<file path="config.mk">
export PLATFORM = sky130hd
export DESIGN_NAME = multiword_add_sequencer
export DESIGN_NICKNAME = d
export VERILOG_FILES = /design/src/rtl/multiword_add_sequencer.sv
export SDC_FILE = /design/constraint.sdc
export NUM_CORES = 1
export LEC_CHECK = 0
export CAP_MARGIN = 10
export CORE_MARGIN = 4
export CORE_UTILIZATION = 45
export DETAILED_ROUTE_END_ITERATION = 10
export PLACE_DENSITY = 0.71
export SLEW_MARGIN = 40
export SYNTH_ARGS = -nofsm -noshare
export SYNTH_HDL_FRONTEND = slang
export SYNTH_SLANG_ARGS = --single-unit
</file>
<file path="constraint.sdc">
create_clock -name clk -period 5.8 [get_ports clk]
set_input_delay 1.16 -clock clk [delete_from_list [all_inputs] [get_ports clk]]
set_output_delay 1.16 -clock clk [all_outputs]
set_load 0.05 [all_outputs]
</file>
<file path="src/rtl/multiword_add_sequencer.sv">
// Serial WORDS*32-bit add/subtract over one shared 32-bit CLA slice.
// Define SEQ_OVERFLOW_EN to add the signed-overflow output.
module carry_lookahead_adder_32bit (
  input  logic [31:0] a,
  input  logic [31:0] b,
  input  logic        c_in,
  output logic [31:0] s,
  output logic        c_out
);
  logic [31:0] g;
  logic [31:0] p;
  logic [32:0] c;

  function automatic logic [3:0] cla4(
    input logic [3:0] gg,
    input logic [3:0] pp,
    input logic       ci
  );
    logic [3:0] co;
    co[0] = gg[0] | (pp[0] & ci);
    co[1] = gg[1] | (pp[1] & gg[0])
          | (&pp[1:0] & ci);
    co[2] = gg[2] | (pp[2] & gg[1])
          | (&pp[2:1] & gg[0])
          | (&pp[2:0] & ci);
    co[3] = gg[3] | (pp[3] & gg[2])
          | (&pp[3:2] & gg[1])
          | (&pp[3:1] & gg[0])
          | (&pp[3:0] & ci);
    return co;
  endfunction

  assign g = a & b;
  assign p = a ^ b;

  // 4-bit lookahead groups, group carries chained
  always_comb begin
    c    = '0;
    c[0] = c_in;
    for (int k = 0; k < 8; k++) begin
      c[4*k+1 +: 4] = cla4(g[4*k +: 4],
                           p[4*k +: 4],
                           c[4*k]);
    end
  end

  assign s     = p ^ c[31:0];
  assign c_out = c[32];
endmodule

module multiword_add_sequencer #(
  parameter int WORDS = 4
) (
  input  logic               clk,
  input  logic               reset,
  input  logic               start,
  input  logic               sub,
  input  logic [WORDS*32-1:0] a,
  input  logic [WORDS*32-1:0] b,
  output logic               busy,
  output logic               done,
  output logic [WORDS*32-1:0] result,
  output logic               c_out
`ifdef SEQ_OVERFLOW_EN
  ,
  output logic               overflow
`endif
);
  localparam int W  = WORDS * 32;
  localparam int IW = $clog2(WORDS);
  localparam logic [IW-1:0] LAST =
    IW'(WORDS - 1);

  typedef enum logic [1:0] {
    IDLE,
    RUN,
    DONE
  } state_t;

  state_t        state;
  logic [IW-1:0] idx;
  logic          carry;
  logic [W-1:0]  a_q;
  logic [W-1:0]  b_q;
  logic [31:0]   a_sl;
  logic [31:0]   b_sl;
  logic [31:0]   s_sl;
  logic          co_sl;

  assign a_sl = a_q[idx*32 +: 32];
  assign b_sl = b_q[idx*32 +: 32];

  carry_lookahead_adder_32bit u_cla (
    .a    (a_sl),
    .b    (b_sl),
    .c_in (carry),
    .s    (s_sl),
    .c_out(co_sl)
  );

`ifdef SEQ_OVERFLOW_EN
  // carry into the top bit recovered from its sum bit
  logic ov_sl;
  assign ov_sl = s_sl[31] ^ a_sl[31]
               ^ b_sl[31] ^ co_sl;
`endif

  always_ff @(posedge clk) begin
    if (reset) begin
      state  <= IDLE;
      idx    <= '0;
      carry  <= 1'b0;
      a_q    <= '0;
      b_q    <= '0;
      busy   <= 1'b0;
      done   <= 1'b0;
      result <= '0;
      c_out  <= 1'b0;
`ifdef SEQ_OVERFLOW_EN
      overflow <= 1'b0;
`endif
    end else begin
      unique case (state)
        IDLE: begin
          done <= 1'b0;
          if (start) begin
            a_q    <= a;
            b_q    <= sub ? ~b : b;
            carry  <= sub;
            idx    <= '0;
            result <= '0;
            busy   <= 1'b1;
            state  <= RUN;
          end
        end
        RUN: begin
          result[idx*32 +: 32] <= s_sl;
          carry <= co_sl;
          if (idx == LAST) begin
            c_out <= co_sl;
`ifdef SEQ_OVERFLOW_EN
            overflow <= ov_sl;
`endif
            done  <= 1'b1;
            state <= DONE;
          end else begin
            idx <= idx + 1'b1;
          end
        end
        DONE: begin
          done  <= 1'b0;
          busy  <= 1'b0;
          state <= IDLE;
        end
        default: state <= IDLE;
      endcase
    end
  end
endmodule

</file>
== Word level (Yosys, flattened, before mapping) ==
Cells that the tools add are included.
Cells by class
  add/sub/neg operators: 2
  eq/ne operators: 6
  shifts and indexed selects: 4
  muxes and demuxes: 16
  bitwise operators: 164
  reductions and logical operators: 60
Operator list (number)
  two-way mux 128 bit: 2
  one-hot mux 128 bit (2 select lines): 1
  indexed part select 128 x 8 -> 32 bit: 2
  bitwise mux 128 bit: 1
  NOT 128 bit: 1
  variable shift 32 x 34 -> 128 bit (first input constant): 1
  indexed part select 32 x 34 -> 128 bit: 1
  AND 1 bit: 80
  bitwise OR 1 bit: 80
  bitwise XOR 32 bit: 2
  AND reduction 2 bit: 30
  AND reduction 3 bit: 17
  negation 7 -> 34 bit: 1
  AND 32 bit: 1
  AND reduction 4 bit: 8
  two-way mux 2 bit: 4
  one-hot mux 2 bit (2 select lines): 2
  inequality test 2 bit (second input constant): 3
  one-hot mux 1 bit (2 select lines): 3
  nonzero test 2 bit: 3
  == test 2 bit (second input constant): 2
  two-way mux 1 bit: 3
  adder 2 x 1 -> 2 bit (second input constant): 1
  == test 2 x 1 -> 1 bit (second input constant): 1
  other kinds (2): 2
Storage, ports and cells
  flip-flop bits (word level): 392
  input bits: 260
  output and inout port bits: 131
  word-level logic and storage cells: 261

== Logic depth before layout (Yosys ltp) ==
Gate-level depths: netlist of the first run.
  depth in word-level cells: 25
  mapped depth: 16
  mapped depth without buffers: 14

== Hierarchy ==
Synthesis of the first run repeated with hierarchy kept, for this count alone.
Second synthesis, totals
  cells, all modules: 1744
  area total of the unflattened synthesis: 17885.9 um^2
Modules (own cells, without submodules)
  multiword_add_sequencer: instances 1, cells an instance 1582, area an instance 16505.8 um^2, seq. area each 7847.5 um^2
  carry_lookahead_adder_32bit: instances 1, cells an instance 162, area an instance 1380.1 um^2, seq. area each 0.0 um^2

== Worst setup path before layout of the first run ==
OpenSTA, ideal clock, no wires.
  path type: reg2reg
  from: reg idx[0]
  to: reg result[121]
  library setup time: 0.128 ns
  data arrival time: 4.255 ns
  slack: 1.418 ns
  stages on the path, launching flop included: 17
  buffers on the path: 3
  period minus slack after synthesis: 4.382 ns
  cells stage by stage: dfxtp_1 > clkbuf_1 > buf_1 > buf_2 > mux4_2 > ha_1 > nand4_1 > o221ai_1 > a211o_1 > a21oi_2 > nand2_1 > a311oi_2 > o21bai_1 > fa_1 > xor2_1 > a22oi_1 > nor2_1
Between the ends
  cells in the longest elaborated chain, start to end: 25
  elaborated cells on any way between the ends: 207
  classes of those cells: 1 x add/sub; 4 x shift; 2 x mux; 155 x bitwise; 45 x reduce/logical
RTL lines
  start: declaration: RTL line 81  | logic [IW-1:0] idx;
  start signal: assignment: RTL line 147  | idx <= idx + 1'b1;
  indexed part select 128 x 8 -> 32 bit, on equally long branches: RTL line 90, 91
  bitwise XOR 32 bit or AND 32 bit (tied branches): RTL line 34, 33
  AND 1 bit or AND reduction 2 bit (tied branches): RTL line 26, 27
  bitwise OR 1 bit or AND 1 bit (tied branches): RTL line 26, 27
  bitwise OR 1 bit: RTL line 27  | | (&pp[3:2] & gg[1])
  bitwise OR 1 bit: RTL line 28  | | (&pp[3:1] & gg[0])
  bitwise OR 1 bit: RTL line 29  | | (&pp[3:0] & ci);
  AND 1 bit: RTL line 29
  [9 not listed]
  AND 1 bit: RTL line 29
  bitwise OR 1 bit: RTL line 29
  AND 1 bit, on equally long branches: RTL line 20, 22, 25
  bitwise OR 1 bit, on equally long branches: RTL line 20, 22, 25
  bitwise XOR 32 bit: RTL line 47  | assign s = p ^ c[31:0];
  indexed part select 32 x 34 -> 128 bit: RTL line 137  | result[idx*32 +: 32] <= s_sl;
  bitwise mux 128 bit (*): RTL line 137
  one-hot mux 128 bit (2 select lines) (*): RTL line 123  | unique case (state)
  end signal: indexed assignment: RTL line 137
  end: declaration: RTL line 62  | output logic [WORDS*32-1:0] result,
Mark *: on every way between the ends. The rest lies on a longest branch, timed or not.
A chain may end at the register's enable or synchronous reset.

== Worst setup path after layout of the first run ==
  from: reg idx[0]
  to: reg result[25]
Same word-level chain as after synthesis.

==> results of run 1 <==
## critical path, stage by stage (launching register included)
cell and delay [ns]:
sky130_fd_sc_hd__dfxtp_4 0.65, sky130_fd_sc_hd__buf_16 0.24, sky130_fd_sc_hd__buf_4 0.35, sky130_fd_sc_hd__mux4_2 0.55, sky130_fd_sc_hd__ha_1 0.38, sky130_fd_sc_hd__nand2_1 0.17
sky130_fd_sc_hd__nor2_1 0.07, sky130_fd_sc_hd__a211o_1 0.31, sky130_fd_sc_hd__a21oi_2 0.21, sky130_fd_sc_hd__nand2_1 0.15, sky130_fd_sc_hd__a311oi_2 0.34, sky130_fd_sc_hd__o21bai_1 0.13
sky130_fd_sc_hd__fa_1 0.38, sky130_fd_sc_hd__xor2_1 0.30, sky130_fd_sc_hd__a22oi_1 0.13, sky130_fd_sc_hd__nor2_1 0.11
## sequential cells by signal (all words and copies together), names as in the netlist
| name | count |
|---|---|
| a_q | 128 |
| state | 2 |
| carry | 1 |
| idx | 2 |
| c_out | 1 |
| done | 1 |
| result | 128 |
| busy | 1 |
| b_q | 128 |
## placed cells by master (no fill, tap or decap), types with 3 or more instances in the layout
master | netlist | routed
sky130_fd_sc_hd__clkbuf_16 | 0 | 44
sky130_fd_sc_hd__xor2_1 | 13 | 12
sky130_fd_sc_hd__clkinv_2 | 0 | 5
sky130_fd_sc_hd__clkdlybuf4s50_1 | 0 | 388
sky130_fd_sc_hd__o21ai_0 | 4 | 4
sky130_fd_sc_hd__nor2_1 | 223 | 222
sky130_fd_sc_hd__inv_1 | 16 | 16
sky130_fd_sc_hd__xnor2_1 | 136 | 134
sky130_fd_sc_hd__buf_4 | 0 | 12
sky130_fd_sc_hd__buf_16 | 0 | 3
sky130_fd_sc_hd__clkbuf_1 | 133 | 12
sky130_fd_sc_hd__dfxtp_1 | 392 | 390
sky130_fd_sc_hd__a211oi_1 | 130 | 130
sky130_fd_sc_hd__a211o_1 | 3 | 3
sky130_fd_sc_hd__nor2b_2 | 0 | 7
sky130_fd_sc_hd__mux4_2 | 64 | 64
sky130_fd_sc_hd__a22oi_1 | 77 | 77
sky130_fd_sc_hd__ha_1 | 36 | 36
sky130_fd_sc_hd__clkbuf_8 | 0 | 7
sky130_fd_sc_hd__buf_12 | 0 | 5
sky130_fd_sc_hd__a32o_1 | 4 | 4
sky130_fd_sc_hd__nand2_1 | 278 | 278
sky130_fd_sc_hd__a21o_1 | 8 | 8
sky130_fd_sc_hd__o21a_1 | 4 | 4
sky130_fd_sc_hd__o31ai_1 | 5 | 5
sky130_fd_sc_hd__nand3_1 | 4 | 4
sky130_fd_sc_hd__fa_1 | 8 | 8
sky130_fd_sc_hd__a22o_1 | 46 | 46
sky130_fd_sc_hd__xnor2_2 | 1 | 3
sky130_fd_sc_hd__a21oi_1 | 147 | 147
sky130_fd_sc_hd__nor3_1 | 6 | 4
## per-stage QoR
step                power [uW]  area, um2
global placement          4140      21250
detailed placement        4177      21340
CTS                       6782      22690
global route              7002      22750
finish                    6755      22750
floorplan                 3672      17050
## report_power, final
part	internal (uW)	total, uW	leakage (uW)	switching, uW
sequential	2840	2940	0.00321	96.6
combinational	520	1190	0.00442	673
clock	1560	2620	0.000663	1060
total	4930	6750	0.00829	1830
## worst max path at each step
stage / cells past startpoint / endpoint
floorplan: 16 / result[121]$_SDFFE_PP0P_
CTS: 14 / result[25]$_SDFFE_PP0P_
finish: 15 / result[25]$_SDFFE_PP0P_
detailed placement: 14 / result[25]$_SDFFE_PP0P_
global placement: 14 / result[121]$_SDFFE_PP0P_
global route: 15 / result[25]$_SDFFE_PP0P_
## per-layer routing
metal	vias up	global-route usage [%]
li1	6929	-
met1	6907	35.02
met2	559	38.79
met3	88	4.776
met4	6	6.523
met5	-	0
## final cells by class
type | count | area share (%)
multi-input combinational | 1243 | 38.01
sequential | 392 | 34.53
timing repair buffer | 411 | 18.45
clock buffer | 63 | 5.461
tap | 511 | 2.810
clock inverter | 9 | 0.4510
inverter | 16 | 0.2640
antenna | 2 | 0.02200
## cells by family (layout without fill, tap and decap cells)
family          after synthesis  in the layout  share of synthesized area [%]
fa+ha+maj                    44             44                          3.582
mux                          64             64                          8.456
compound gates              449            449                          18.20
xor+xnor                    150            150                          7.751
other cells                   0              2                              0
flops                       392            392                          46.04
simple gates                536            536                          12.32
buf+inv                     164            499                          3.655
==> metrics.txt, run 1 <==
# TYPE chip_impl_metric gauge
chip_impl_info{name="outcome",value="completed"} 1
chip_impl_metric{name="globalRouteTotalUtil",unit="%"} 24.61
chip_impl_metric{name="syn-num-nets",unit=""} 2103
chip_impl_metric{name="post-synth-top-area-fraction",unit="%"} 46.04
chip_impl_metric{name="synth.yosys.warnings",unit=""} 0
chip_impl_metric{name="post_layout_nonfiller_instances",unit=""} 2647
chip_impl_metric{name="fp.dieH",unit="um"} 202.6
chip_impl_metric{name="hold_viol",unit=""} 0
chip_impl_info{name="synth.most_common_cell",value="sky130_fd_sc_hd__dfxtp_1"} 1
chip_impl_metric{name="synthesis.area",unit="um2"} 17050
chip_impl_info{name="root_buffer",value="sky130_fd_sc_hd__clkbuf_16"} 1
chip_impl_metric{name="final_layout_size_suffix_gt1_share",unit="%"} 8.154
chip_impl_info{name="post_synth_main_area_contributors",value="sky130_fd_sc_hd__dfxtp_1, sky130_fd_sc_hd__mux4_2, sky130_fd_sc_hd__xnor2_1, sky130_fd_sc_hd__nand2_1, sky130_fd_sc_hd__a211oi_1"} 1
chip_impl_metric{name="final.setup.tns",unit="ns"} 0
chip_impl_metric{name="clock_latency",unit="ns"} 0.54
chip_impl_metric{name="place.gp.congestion",unit=""} 0.8670
chip_impl_metric{name="min_period",unit="ns"} 4.578
chip_impl_metric{name="number_of_maximum_capacitance_violations",unit=""} 0
chip_impl_metric{name="clock-sinks",unit=""} 392
chip_impl_metric{name="wl_met3",unit="um"} 3602
chip_impl_metric{name="clk_pin_slew",unit="ns"} 0.06
chip_impl_metric{name="fin_nets",unit=""} 2409
chip_impl_metric{name="reg2reg_depth",unit=""} 15
chip_impl_metric{name="power_density",unit="nW/um2"} 296.9
chip_impl_metric{name="multi_input_area",unit="um2"} 8648
chip_impl_metric{name="core_region_area",unit="um2"} 37490
chip_impl_metric{name="clock_tree.buffer_depth",unit=""} 3
chip_impl_info{name="worst_r2r_src",value="idx[0]$_SDFFE_PP0P_"} 1
chip_impl_metric{name="critical_path_peak_fanout",unit=""} 22
chip_impl_metric{name="yosysSeqAreaShare",unit="%"} 46.04
chip_impl_metric{name="synthesis.area_per_instance",unit="um2"} 9.475
chip_impl_metric{name="dpl.hpwl",unit="um"} 39610
chip_impl_metric{name="post_cts_resized",unit=""} 0
chip_impl_info{name="timing.hold.worst_endpoint",value="a_q[39]$_SDFFE_PP0P_"} 1
chip_impl_info{name="routed.top_layer",value="met5"} 1
chip_impl_info{name="min_from",value="a_q[39]$_SDFFE_PP0P_"} 1
chip_impl_metric{name="layout.area.seq",unit="um2"} 7855
chip_impl_info{name="ys.flop_type",value="sky130_fd_sc_hd__dfxtp_1"} 1
chip_impl_metric{name="synth.lib_cells_used.distinct",unit=""} 56
chip_impl_metric{name="grt-ovfl-total",unit=""} 0
chip_impl_info{name="worst_setup_path_class",value="flip-flop to flip-flop"} 1
chip_impl_info{name="holdCritPathClass",value="flip-flop to flip-flop"} 1
chip_impl_metric{name="post_cts.repair.setup_buffers",unit=""} 0
chip_impl_metric{name="pin_count_of_the_biggest_net_entering_global_routing",unit=""} 134
chip_impl_metric{name="start_util",unit="%"} 45.47
chip_impl_metric{name="hold_buffers",unit=""} 0
chip_impl_metric{name="wire_length_of_the_first_global_routing_pass",unit="um"} 80670
chip_impl_metric{name="place_worst_setup_slack",unit="ns"} 1.106
chip_impl_metric{name="r2r_setup_slack",unit="ns"} 1.22
chip_impl_metric{name="final-max-slew-violation-count",unit=""} 0
chip_impl_metric{name="slew_headroom",unit="%"} 38.68
chip_impl_metric{name="io-pin-count",unit=""} 391
chip_impl_metric{name="cts-htree-levels",unit=""} 2
chip_impl_metric{name="synthCells",unit=""} 1799
chip_impl_metric{name="dp_cells",unit=""} 2571
chip_impl_metric{name="leakage",unit="uW"} 0.008295
chip_impl_metric{name="initial_antenna_violation_count",unit=""} 6
chip_impl_metric{name="fp.dieW",unit="um"} 202.6
chip_impl_metric{name="fill_cells",unit=""} 3242
chip_impl_metric{name="met2_wirelength",unit="um"} 24230
chip_impl_metric{name="first_global_vias",unit=""} 14180
chip_impl_metric{name="post_synth_edffs",unit=""} 0
chip_impl_metric{name="area_growth",unit="%"} 33.46
chip_impl_info{name="yosys-top-cells-count",value="sky130_fd_sc_hd__dfxtp_1, sky130_fd_sc_hd__nand2_1, sky130_fd_sc_hd__nor2_1"} 1
chip_impl_metric{name="drt-pass1-iter-count",unit=""} 5
chip_impl_metric{name="arrival",unit="ns"} 5.05
chip_impl_metric{name="drt-vias-per-instance",unit=""} 5.474
chip_impl_metric{name="report.final.setup_viol",unit=""} 0
chip_impl_metric{name="period_share",unit="%"} 78.93
chip_impl_metric{name="route.detailed.drc",unit=""} 0
chip_impl_metric{name="dr_total_vias",unit=""} 14490
chip_impl_metric{name="dieArea",unit="um2"} 41060
chip_impl_metric{name="wire_per_inst",unit="um"} 20.14
chip_impl_metric{name="port-buffer-count",unit=""} 390
chip_impl_metric{name="totalWireLength",unit="um"} 53310
chip_impl_info{name="grt_setup_unrepaired",value="false"} 1
chip_impl_metric{name="worst_slew_pin_slew",unit="ns"} 0.9132
chip_impl_info{name="critPathLaunch",value="idx[0]$_SDFFE_PP0P_"} 1
chip_impl_metric{name="finish.utilization",unit="%"} 60.69
chip_impl_metric{name="routed_metal_1_wirelength",unit="um"} 24190
chip_impl_info{name="tritoncts",value="built"} 1
chip_impl_metric{name="ys_seq_elements",unit=""} 392
chip_impl_metric{name="numCtsBuffers",unit=""} 41
chip_impl_metric{name="detail-route-antenna-nets",unit=""} 0
chip_impl_metric{name="worst_clock_skew",unit="ns"} 0.02743
chip_impl_info{name="startpoint_type",value="flip-flop"} 1
chip_impl_info{name="kind_of_end_point_of_the_critical_path",value="flip-flop"} 1
chip_impl_metric{name="post-route-worst-setup-slack",unit="ns"} 1.222
chip_impl_metric{name="rows",unit=""} 71
chip_impl_metric{name="worst_hold_slack",unit="ns"} 0.4514
chip_impl_info{name="yosys.area.top_type",value="sky130_fd_sc_hd__dfxtp_1"} 1
chip_impl_metric{name="timing.fmax",unit="MHz"} 218.4
chip_impl_metric{name="vdd_drop_max",unit="V"} 0.0001574
chip_impl_metric{name="min_path_cells",unit=""} 2
chip_impl_metric{name="share_of_synthesized_registers_carrying_an_async_set_or_reset",unit="%"} 0
chip_impl_metric{name="timing.critical_path.required",unit="ns"} 6.27
chip_impl_info{name="crit-reg2reg-capture",value="result[25]$_SDFFE_PP0P_"} 1
chip_impl_metric{name="initial_drt_markers",unit=""} 1006
Power figures use the tool's default switching activity.
==> run 2, diff against run 1 <==
==> constraint.sdc (replaced) <==
create_clock -name clk -period 4.7 [get_ports clk]
set_input_delay 0.94 -clock clk [delete_from_list [all_inputs] [get_ports clk]]
set_output_delay 0.94 -clock clk [all_outputs]
set_load 0.05 [all_outputs]
==> run 2 against run 1 <==
Effect of this change:
- register-to-register slack worse by 0.87 ns
- flip-flop and latch count unchanged
- global-route usage up 0.091 points
- first-iteration DRC count up 1.7%
- clock-buffer cell count down 3
- combinational power up 25%
- worst hold slack about the same
- final cell count up 0.53%
- sequential power up 23%
- via count up 0.19%
- critical endpoint is now result[77]$_SDFFE_PP0P_
- largest power group unchanged
==> metrics.txt, run 2 (synthesized netlist as in run 1, its figures left out) <==
# TYPE chip_impl_metric gauge
chip_impl_info{name="outcome",value="completed"} 1
chip_impl_info{name="layout_common_cells",value="sky130_fd_sc_hd__dfxtp_1, sky130_fd_sc_hd__clkdlybuf4s50_1, sky130_fd_sc_hd__nand2_1"} 1
chip_impl_metric{name="vdd_drop_max",unit="V"} 0.0002137
chip_impl_metric{name="multi_input_area",unit="um2"} 8611
chip_impl_info{name="crit-reg2reg-capture",value="result[77]$_SDFFE_PP0P_"} 1
chip_impl_metric{name="fill_cells",unit=""} 3219
chip_impl_metric{name="final.setup.tns",unit="ns"} 0
chip_impl_metric{name="detail-route-antenna-nets",unit=""} 0
chip_impl_metric{name="routed_metal_1_wirelength",unit="um"} 23450
chip_impl_metric{name="initial_antenna_violation_count",unit=""} 3
chip_impl_metric{name="fp.dieW",unit="um"} 202.6
chip_impl_metric{name="worst_slew_pin_slew",unit="ns"} 0.8222
chip_impl_metric{name="post_layout_nonfiller_instances",unit=""} 2661
chip_impl_metric{name="dpl.hpwl",unit="um"} 40140
chip_impl_metric{name="hold_viol",unit=""} 0
chip_impl_metric{name="report.final.setup_viol",unit=""} 0
chip_impl_metric{name="cts-htree-levels",unit=""} 2
chip_impl_metric{name="critPathBufInv",unit=""} 0
chip_impl_info{name="root_buffer",value="sky130_fd_sc_hd__clkbuf_16"} 1
chip_impl_metric{name="layout.area.seq",unit="um2"} 7855
chip_impl_metric{name="min_path_cells",unit=""} 2
chip_impl_metric{name="slew_headroom",unit="%"} 44.79
chip_impl_metric{name="wire_length_of_the_first_global_routing_pass",unit="um"} 81280
chip_impl_info{name="critical_path.most_common_cell",value="sky130_fd_sc_hd__o21a_1"} 1
chip_impl_metric{name="leakage",unit="uW"} 0.008335
chip_impl_metric{name="switching_power",unit="uW"} 2217
chip_impl_metric{name="core_region_area",unit="um2"} 37490
chip_impl_info{name="critical_path.cell_chain",value="mux4_2 > ha_1 > a211oi_1 > o21bai_2 > nand3_1 > a21boi_0 > o21a_1 > o21a_1 > o21a_1 > or2_2 > fa_1 > xor2_1 > a22oi_1 > nor2_1"} 1
chip_impl_metric{name="globalRouteTotalUtil",unit="%"} 24.71
chip_impl_metric{name="drt-pass1-iter-count",unit=""} 6
chip_impl_metric{name="met2_wirelength",unit="um"} 24690
chip_impl_metric{name="io-pin-count",unit=""} 391
chip_impl_info{name="holdCritPathClass",value="flip-flop to flip-flop"} 1
chip_impl_info{name="grt_setup_unrepaired",value="false"} 1
chip_impl_metric{name="totalWireLength",unit="um"} 53330
chip_impl_info{name="registers_with_the_highest_flip_flop_counts",value="a_q (128), b_q (128), result (128)"} 1
chip_impl_metric{name="initial_drt_markers",unit=""} 1023
chip_impl_metric{name="critical_path_peak_fanout",unit=""} 14
chip_impl_metric{name="fp.dieH",unit="um"} 202.6
chip_impl_metric{name="timing.fmax",unit="MHz"} 229.9
chip_impl_metric{name="reg2reg_depth",unit=""} 14
chip_impl_metric{name="first_global_vias",unit=""} 14360
chip_impl_metric{name="port-buffer-count",unit=""} 390
chip_impl_metric{name="wl_met3",unit="um"} 3946
chip_impl_metric{name="start_util",unit="%"} 45.47
chip_impl_info{name="worst_r2r_src",value="idx[0]$_SDFFE_PP0P_"} 1
chip_impl_metric{name="final_layout_size_suffix_gt1_share",unit="%"} 8.516
chip_impl_metric{name="number_of_maximum_capacitance_violations",unit=""} 0
chip_impl_metric{name="power.clock.fraction",unit="%"} 37.5
chip_impl_metric{name="min_period",unit="ns"} 4.349
chip_impl_metric{name="clk_pin_slew",unit="ns"} 0.06
chip_impl_info{name="min_from",value="a_q[110]$_SDFFE_PP0P_"} 1
chip_impl_metric{name="arrival",unit="ns"} 4.80
chip_impl_info{name="tritoncts",value="built"} 1
chip_impl_metric{name="route.detailed.drc",unit=""} 0
chip_impl_metric{name="rows",unit=""} 71
chip_impl_info{name="cp_slowest_cell",value="sky130_fd_sc_hd__mux4_2"} 1
chip_impl_metric{name="clock-sinks",unit=""} 392
chip_impl_metric{name="numCtsBuffers",unit=""} 41
chip_impl_metric{name="internal_power_of_the_cells",unit="uW"} 5965
chip_impl_metric{name="dp_cells",unit=""} 2590
chip_impl_info{name="routed.top_layer",value="met5"} 1
chip_impl_metric{name="wire_per_inst",unit="um"} 20.04
chip_impl_metric{name="clock_tree.buffer_depth",unit=""} 3
chip_impl_metric{name="drt-vias-per-instance",unit=""} 5.455
chip_impl_metric{name="period_share",unit="%"} 92.53
chip_impl_metric{name="area_growth",unit="%"} 33.66
chip_impl_metric{name="swShare",unit="%"} 27.10
chip_impl_metric{name="worst_clock_skew",unit="ns"} 0.01526
chip_impl_info{name="timing.hold.worst_endpoint",value="a_q[110]$_SDFFE_PP0P_"} 1
chip_impl_metric{name="power_density",unit="nW/um2"} 359.1
chip_impl_metric{name="grt-ovfl-total",unit=""} 0
chip_impl_metric{name="pin_count_of_the_biggest_net_entering_global_routing",unit=""} 111
chip_impl_info{name="startpoint_type",value="flip-flop"} 1
chip_impl_metric{name="r2r_setup_slack",unit="ns"} 0.35
chip_impl_metric{name="clock_latency",unit="ns"} 0.52
chip_impl_metric{name="comb_power_share",unit="%"} 18.2
chip_impl_info{name="final_common_cell",value="sky130_fd_sc_hd__dfxtp_1"} 1
chip_impl_metric{name="fin_nets",unit=""} 2427
chip_impl_metric{name="dr_total_vias",unit=""} 14520
chip_impl_metric{name="sequentialPowerShare",unit="%"} 44.3
chip_impl_metric{name="dieArea",unit="um2"} 41060
chip_impl_metric{name="final-max-slew-violation-count",unit=""} 0
chip_impl_info{name="path_delay_family",value="compound AO/OA/AOI/OAI gates"} 1
chip_impl_info{name="kind_of_end_point_of_the_critical_path",value="flip-flop"} 1
chip_impl_metric{name="crit_path_max_cell_delay",unit="ns"} 0.58
chip_impl_metric{name="place.gp.congestion",unit=""} 0.8391
chip_impl_metric{name="timing.critical_path.required",unit="ns"} 5.15
chip_impl_info{name="worst_setup_path_class",value="flip-flop to flip-flop"} 1
[run 2: cell types whose count changed in the layout (fill, tap and decap cells not counted), moves of 2 or more]
cell | previous run | this run
sky130_fd_sc_hd__buf_4 | 12 | 28
sky130_fd_sc_hd__clkinv_2 | 5 | 7
sky130_fd_sc_hd__xnor2_1 | 134 | 136
sky130_fd_sc_hd__nor2b_1 | 2 | 6
sky130_fd_sc_hd__clkbuf_8 | 7 | 9
sky130_fd_sc_hd__clkbuf_16 | 44 | 41
sky130_fd_sc_hd__buf_12 | 5 | 7
sky130_fd_sc_hd__nor2b_2 | 7 | 3
sky130_fd_sc_hd__clkbuf_1 | 12 | 10
sky130_fd_sc_hd__xnor2_2 | 3 | 1
[run 2: repair_timing]
item / in CTS / in global routing
gates resized for setup: 0 / 0
hold buffers: 0 / 0
endpoints found under the setup margin: 0 / 8
setup buffers: 0 / 1
[run 2: worst reg2reg max path, stage by stage, from the launching register on]
cell and delay [ns]:
sky130_fd_sc_hd__dfxtp_4 0.56, sky130_fd_sc_hd__mux4_2 0.59, sky130_fd_sc_hd__ha_1 0.34, sky130_fd_sc_hd__a211oi_1 0.31, sky130_fd_sc_hd__o21bai_2 0.15, sky130_fd_sc_hd__nand3_1 0.16, sky130_fd_sc_hd__a21boi_0 0.12, sky130_fd_sc_hd__o21a_1 0.20
sky130_fd_sc_hd__o21a_1 0.19, sky130_fd_sc_hd__o21a_1 0.29, sky130_fd_sc_hd__or2_2 0.33, sky130_fd_sc_hd__fa_1 0.39, sky130_fd_sc_hd__xor2_1 0.43, sky130_fd_sc_hd__a22oi_1 0.14, sky130_fd_sc_hd__nor2_1 0.10
[run 2: worst max-delay path by stage]
| stage | startpoint | to | slack (ns) | depth (start not counted) |
|---|---|---|---|---|
| floorplan | idx[0]$_SDFFE_PP0P_ | result[121]$_SDFFE_PP0P_ | 0.32 | 16 |
| global route | idx[0]$_SDFFE_PP0P_ | result[57]$_SDFFE_PP0P_ | 0.13 | 14 |
| global placement | idx[0]$_SDFFE_PP0P_ | result[121]$_SDFFE_PP0P_ | 0.40 | 14 |
| finish | idx[0]$_SDFFE_PP0P_ | result[77]$_SDFFE_PP0P_ | 0.35 | 14 |
| detailed placement | idx[0]$_SDFFE_PP0P_ | result[77]$_SDFFE_PP0P_ | 0.25 | 14 |
| CTS | idx[0]$_SDFFE_PP0P_ | result[77]$_SDFFE_PP0P_ | 0.21 | 14 |
[run 2: power groups by stage]
stage	clock network, uW	registers [uW]	logic (uW)
after floorplan	0	3700	830
final	3070	3620	1490
after detailed placement	0	3700	1480
after global placement	0	3690	1440
after CTS	3120	3620	1480
after global routing	3250	3640	1610
[run 2: area by class of cell]
type / count / share of cell area, %
sequential: 392 / 34.48
clock buffer: 60 / 5.211
tap: 511 / 2.806
inverter: 16 / 0.2636
timing repair buffer: 429 / 19.13
antenna: 1 / 0.01098
multi-input combinational: 1243 / 37.79
clock inverter: 9 / 0.3130
[run 2: routing by layer]
metal / global-route usage, % / vias to the layer above
met5: 0 / -
met2: 39.75 / 567
li1: - / 6968
met1: 34.51 / 6889
met3: 4.824 / 89
met4: 6.329 / 4
[run 2: stage by stage]
| stage | util [%] | power, uW | hold WS [ns] | setup WS, ns | instance area [um2] |
|---|---|---|---|---|---|
| floorplan | - | 4531 | 0.4331 | 0.3178 | 17050 |
| global placement | 57.15 | 5134 | 0.4405 | 0.3988 | 21430 |
| detailed placement | 57.33 | 5173 | 0.4464 | 0.2529 | 21490 |
| CTS | 60.69 | 8226 | 0.4551 | 0.2101 | 22750 |
| global route | 60.78 | 8506 | 0.4698 | 0.1346 | 22780 |
| finish | 60.78 | 8182 | 0.4512 | 0.3510 | 22780 |
